$ cat src/rtl/nn_pkg.sv
// Shared types for the neural-net datapath blocks.
// Data width and the layer buffer state encoding.
package nn_pkg;

    localparam int DATA_W = 32;

    typedef enum logic [1:0] {
        FILL,
        READY,
        REPLAY
    } lb_state_t;

endpackage

$ cat src/rtl/layer_buffer_ram.sv
// DEPTH x DATA_W register array for the layer buffer.
// Synchronous write, registered read that holds when not enabled.
module layer_buffer_ram
    import nn_pkg::*;
#(
    parameter int DEPTH = 16,
    parameter int AW    = $clog2(DEPTH)
) (
    input  logic              clk,
    input  logic              rst,
    input  logic              we_i,
    input  logic [AW-1:0]     waddr_i,
    input  logic [DATA_W-1:0] wdata_i,
    input  logic              re_i,
    input  logic [AW-1:0]     raddr_i,
    output logic [DATA_W-1:0] rdata_o
);

    logic [DATA_W-1:0] mem_q [DEPTH];
    logic [DATA_W-1:0] rdata_q;

    // Storage is deliberately left unreset; only the read register is cleared.
    always_ff @(posedge clk) begin
        if (we_i) begin
            mem_q[waddr_i] <= wdata_i;
        end
    end

    always_ff @(posedge clk or posedge rst) begin
        if (rst) begin
            rdata_q <= '0;
        end else if (re_i) begin
            rdata_q <= mem_q[raddr_i];
        end
    end

    assign rdata_o = rdata_q;

endmodule

$ cat src/rtl/layer_buffer.sv
// Inter-layer activation buffer: captures one layer vector,
// then replays it on demand as a registered x stream.
module layer_buffer
    import nn_pkg::*;
#(
    parameter int DEPTH = 16
) (
    input  logic              clk,
    input  logic              rst,
    input  logic [DATA_W-1:0] y_i,
    input  logic              y_v_i,
    input  logic              replay_i,
    input  logic              release_i,
    output logic [DATA_W-1:0] x_o,
    output logic              x_v_o,
    output logic              x_l_o,
    output logic              full_o,
    output logic              busy_o,
    output logic              ovf_o
);

    localparam int AW = $clog2(DEPTH);
    localparam logic [AW-1:0] LAST = AW'(DEPTH - 1);

    lb_state_t     state_q, state_d;
    logic [AW-1:0] wptr_q, wptr_d;
    logic [AW-1:0] rptr_q, rptr_d;
    logic          x_v_q, x_v_d;
    logic          x_l_q, x_l_d;
    logic          busy_q, busy_d;
    logic          full_q, full_d;
    logic          ovf_q, ovf_d;
    logic          we;
    logic          re;

    layer_buffer_ram #(
        .DEPTH (DEPTH),
        .AW    (AW)
    ) u_ram (
        .clk     (clk),
        .rst     (rst),
        .we_i    (we),
        .waddr_i (wptr_q),
        .wdata_i (y_i),
        .re_i    (re),
        .raddr_i (rptr_q),
        .rdata_o (x_o)
    );

    always_comb begin
        state_d = state_q;
        wptr_d  = wptr_q;
        rptr_d  = rptr_q;
        ovf_d   = ovf_q;
        we      = 1'b0;
        re      = 1'b0;
        unique case (state_q)
            FILL: begin
                if (y_v_i) begin
                    we = 1'b1;
                    if (wptr_q == LAST) begin
                        wptr_d  = '0;
                        state_d = READY;
                    end else begin
                        wptr_d = wptr_q + 1'b1;
                    end
                end
            end
            READY: begin
                if (y_v_i) begin
                    ovf_d = 1'b1;
                end
                if (replay_i) begin
                    rptr_d  = '0;
                    state_d = REPLAY;
                end else if (release_i) begin
                    state_d = FILL;
                end
            end
            REPLAY: begin
                if (y_v_i) begin
                    ovf_d = 1'b1;
                end
                // Address leads x_v by one cycle through the RAM read register.
                re = 1'b1;
                if (rptr_q == LAST) begin
                    rptr_d  = '0;
                    state_d = READY;
                end else begin
                    rptr_d = rptr_q + 1'b1;
                end
            end
            default: begin
                state_d = FILL;
            end
        endcase
        x_v_d  = (state_q == REPLAY);
        x_l_d  = (state_q == REPLAY) && (rptr_q == LAST);
        busy_d = (state_q == REPLAY);
        // Held low while the final word of a pass is still on x.
        full_d = (state_d == READY) && (state_q != REPLAY);
    end

    always_ff @(posedge clk or posedge rst) begin
        if (rst) begin
            state_q <= FILL;
            wptr_q  <= '0;
            rptr_q  <= '0;
            x_v_q   <= 1'b0;
            x_l_q   <= 1'b0;
            busy_q  <= 1'b0;
            full_q  <= 1'b0;
            ovf_q   <= 1'b0;
        end else begin
            state_q <= state_d;
            wptr_q  <= wptr_d;
            rptr_q  <= rptr_d;
            x_v_q   <= x_v_d;
            x_l_q   <= x_l_d;
            busy_q  <= busy_d;
            full_q  <= full_d;
            ovf_q   <= ovf_d;
        end
    end

    assign x_v_o  = x_v_q;
    assign x_l_o  = x_l_q;
    assign busy_o = busy_q;
    assign full_o = full_q;
    assign ovf_o  = ovf_q;

endmodule

$ cat config.mk
export PLATFORM = sky130hd
export DESIGN_NAME = layer_buffer
export DESIGN_NICKNAME = d
export VERILOG_FILES = /design/src/rtl/nn_pkg.sv /design/src/rtl/layer_buffer_ram.sv /design/src/rtl/layer_buffer.sv
export SDC_FILE = /design/constraint.sdc
export NUM_CORES = 1
export LEC_CHECK = 0
export CORE_AREA = 2 2 186 188
export CTS_CLUSTER_SIZE = 8
export DETAILED_ROUTE_END_ITERATION = 12
export DIE_AREA = 0 0 188 190
export PLACE_DENSITY = 0.86
export SYNTH_ARGS = -nofsm -noshare
export SYNTH_HDL_FRONTEND = slang
export SYNTH_SLANG_ARGS = --single-unit
$ cat constraint.sdc
create_clock -name clk -period 6.2 [get_ports clk]
set_input_delay 0.93 -clock clk [delete_from_list [all_inputs] [get_ports clk]]
set_output_delay 0.93 -clock clk [all_outputs]
set_load 0.1 [all_outputs]
==> impl_metrics.tcl <==
set metrics [dict create \
    worst-path-buf-inv 1 \
    worstSkewPairLatency_ns 0.57 \
    synth_mux_area_frac 0.143 \
    drt_iter0_drc 1559 \
    dpl.hpwl_um 24700 \
    async_reset_ff_frac 0.0824 \
    hp-start "ovf_o$_DFFE_PP0P_" \
    num_vias 11300 \
    clk_path_buf_depth 3 \
    ios 74 \
    grt.overflow.total 0 \
    num-fill-cells 1807 \
    cp-end-kind "output port" \
    rsz0062_at_grt "no" \
    synth-compound-area-share 0.0450 \
    startpoint_type "register" \
    num_rows 68 \
    die_w_um 188 \
    grt_pass1_vias 11400 \
    path_delay_family "buffers and inverters" \
    path_depth 1 \
    finish.utilization 0.728 \
    ys.flop_type "edfxtp_1" \
    htreeDepth 3 \
    synth-adder-area-share 0.00527 \
    clock_sinks 558 \
    cts_setup_buffers 0 \
    p_leak_uw 0.00772 \
    ys_seq_area_frac 0.773 \
    firstDrtPassIters 5 \
    required_ns 5.27 \
    fmax_ghz 0.313 \
    cts_root_buf "clkbuf_16" \
    power_density_nw_per_um2 459 \
    path_class "reg -> out" \
    drc 0 \
    synthSimpleGateAreaFrac 0.0125 \
    cts_resized 0 \
    slew_violations 0 \
    timing.rr.start "rptr_q[2]$_DFFE_PP0P_" \
    syn_area_um2 21400 \
    antenna_found_initial 0 \
    cts_tree "done" \
    routedWlPerCell_um 28.9 \
    cap_violations 0 \
    io_buffers 73 \
    place.gp.congestion 0.805 \
    fin_ws_ns 3.00 \
    worst_ep_arrival_time_ns 2.27 \
    reg2regPathDepth 6 \
    r2r_setup_slack_ns 3.09 \
    synth_xor_area_frac 0.000820 \
    initial_core_util 0.629 \
    syn_avg_cell_area_um2 20.3 \
    syn2layout_area_growth_pct 15.6 \
    critPathSlowestCell "clkdlybuf4s50_1" \
    vdd_drop_max_v 0.000371 \
    drt-vias-per-instance 6.77 \
    hold_buffers 0 \
    status "finished, final reports clean" \
    dp_slack_ns 2.79 \
    synth_edf_count 512 \
    setup_viol 0 \
    reg2reg_to "u_ram.rdata_o[25]$_DFFE_PP0N_" \
    crit_chain "clkdlybuf4s50_1" \
    grt_pass1_wl_um 72700 \
    core-area_um2 33900 \
    worst-path-max-fanout 2 \
    multi_input_area_um2 4450 \
    grt.total_usage 0.278 \
    synth_top_family_by_area "multiplexers" \
    cts_buffers 79 \
    ys_ff_latch 558 \
    maxSlewHeadroom 0.325 \
    fin_crit_ns 3.20 \
    synth_fp_nets 1100 \
    diodes 0 \
    holdPathEnd "ovf_o$_DFFE_PP0P_" \
    synthCells 1054 \
    drive_gt1_frac 0.153 \
    critPathMaxStageDelay_ns 1.20 \
    hold_viol 0 \
    wl_um 48300 \
    hold_class "reg -> reg" \
    nets 1203 \
    die_h_um 190 \
    seqCellArea_um2 16500 \
    tightestPinTransition_ns 1.01 \
    antenna_left 0 \
    clk_pin_slew_worst_paths_ns 0.06 \
    die_area_um2 35700 \
    synth_cell_type_count 35 \
    yosysWarnings 0 \
    skew_ns 0.0229 \
    grt_max_degree 87 \
    setup_tns_ns 0 \
    hold_depth 1 \
    post-route-period-util 0.516 \
]
state kept, by name, indices dropped and copies added (netlist names):
name and count:
wptr_q 4, u_ram.mem_q 512, u_ram.rdata_o 32, ovf_o 1, busy_o 1, rptr_q 4, state_q 2, full_o 1
x_l_o 1
layer usage:
metal	vias to the layer above	GRT usage	part of all wire
li1	4594	-	-
met1	5748	0.404	0.39
met2	827	0.430	0.48
met3	120	0.0651	0.11
met4	0	0.0803	0.022
met5	-	0	0
stage by stage:
stage | power, µW | hold slack, ns | cell area (µm²) | cells
CTS | 11400 | 0.471 | 24700 | 1668
global route | 11700 | 0.503 | 24700 | 1668
detailed placement | 7360 | 0.466 | 22400 | 1531
global placement | 7280 | 0.440 | 22400 | 1531
floorplan | 6650 | 0.517 | 21400 | 1054
finish | 11300 | 0.468 | 24700 | 1668
how the worst max path moves through the flow:
stage,end,startpoint,slack [ns]
global route,x_o[25],u_ram.rdata_o[25]$_DFFE_PP0N_,2.97
finish,x_o[25],u_ram.rdata_o[25]$_DFFE_PP0N_,3.00
floorplan,full_o$_DFF_PP0_,y_v_i,3.23
CTS,x_o[25],u_ram.rdata_o[25]$_DFFE_PP0N_,2.99
global placement,u_ram.mem_q[9][1]$_DFFE_PP_,y_v_i,2.88
detailed placement,u_ram.mem_q[11][1]$_DFFE_PP_,y_v_i,2.79
placed cells by master, fill, tap and decap left out, types with 3 or more instances in the layout:
master / Yosys / final
o21ai_0: 6 / 6
clkbuf_1: 23 / 51
nand2_1: 9 / 9
a31oi_1: 32 / 32
mux2i_1: 161 / 161
o22ai_1: 64 / 64
and2_2: 0 / 12
edfxtp_1: 512 / 512
buf_4: 6 / 12
o32ai_1: 32 / 32
ha_1: 9 / 8
nand2b_1: 3 / 3
inv_1: 7 / 6
mux4_2: 64 / 64
clkbuf_16: 0 / 82
and3_2: 0 / 3
dfrtp_1: 46 / 43
clkdlybuf4s50_1: 0 / 73
nor3b_1: 3 / 3
nand3_1: 6 / 6
cell families after synthesis:
group,count (synthesis)
mux,226
compound gates,140
fa+ha+maj,9
flops,558
simple gates,48
xor+xnor,2
buf+inv,71
synthesized netlist by cell type (7+ instances only):
cell type | n | area, µm²
o32ai_1 | 32 | 280
buf_6 | 11 | 124
nand2_1 | 9 | 33.8
buf_2 | 21 | 105
mux4_2 | 64 | 1440
ha_1 | 9 | 113
edfxtp_1 | 512 | 15400
dfrtp_1 | 46 | 1150
mux2i_1 | 161 | 1610
inv_1 | 7 | 26.3
clkbuf_1 | 23 | 86.3
and2_1 | 13 | 81.3
o22ai_1 | 64 | 400
a31oi_1 | 32 | 200
where the power goes:
group | switching (µW) | total, µW | internal [µW]
clock network | 1510 | 3960 | 2450
logic | 1780 | 2550 | 772
registers | 261 | 4820 | 4560
total | 3550 | 11300 | 7780
area by class of cell:
class                      instances  share of cell area
timing repair buffer              86              0.0340
inverter                           7             0.00106
multi-input combinational        425               0.180
sequential                       558               0.669
tap                              455              0.0230
clock buffer                     134              0.0913
clock inverter                     3             0.00137
Power figures use the tool's default switching activity.
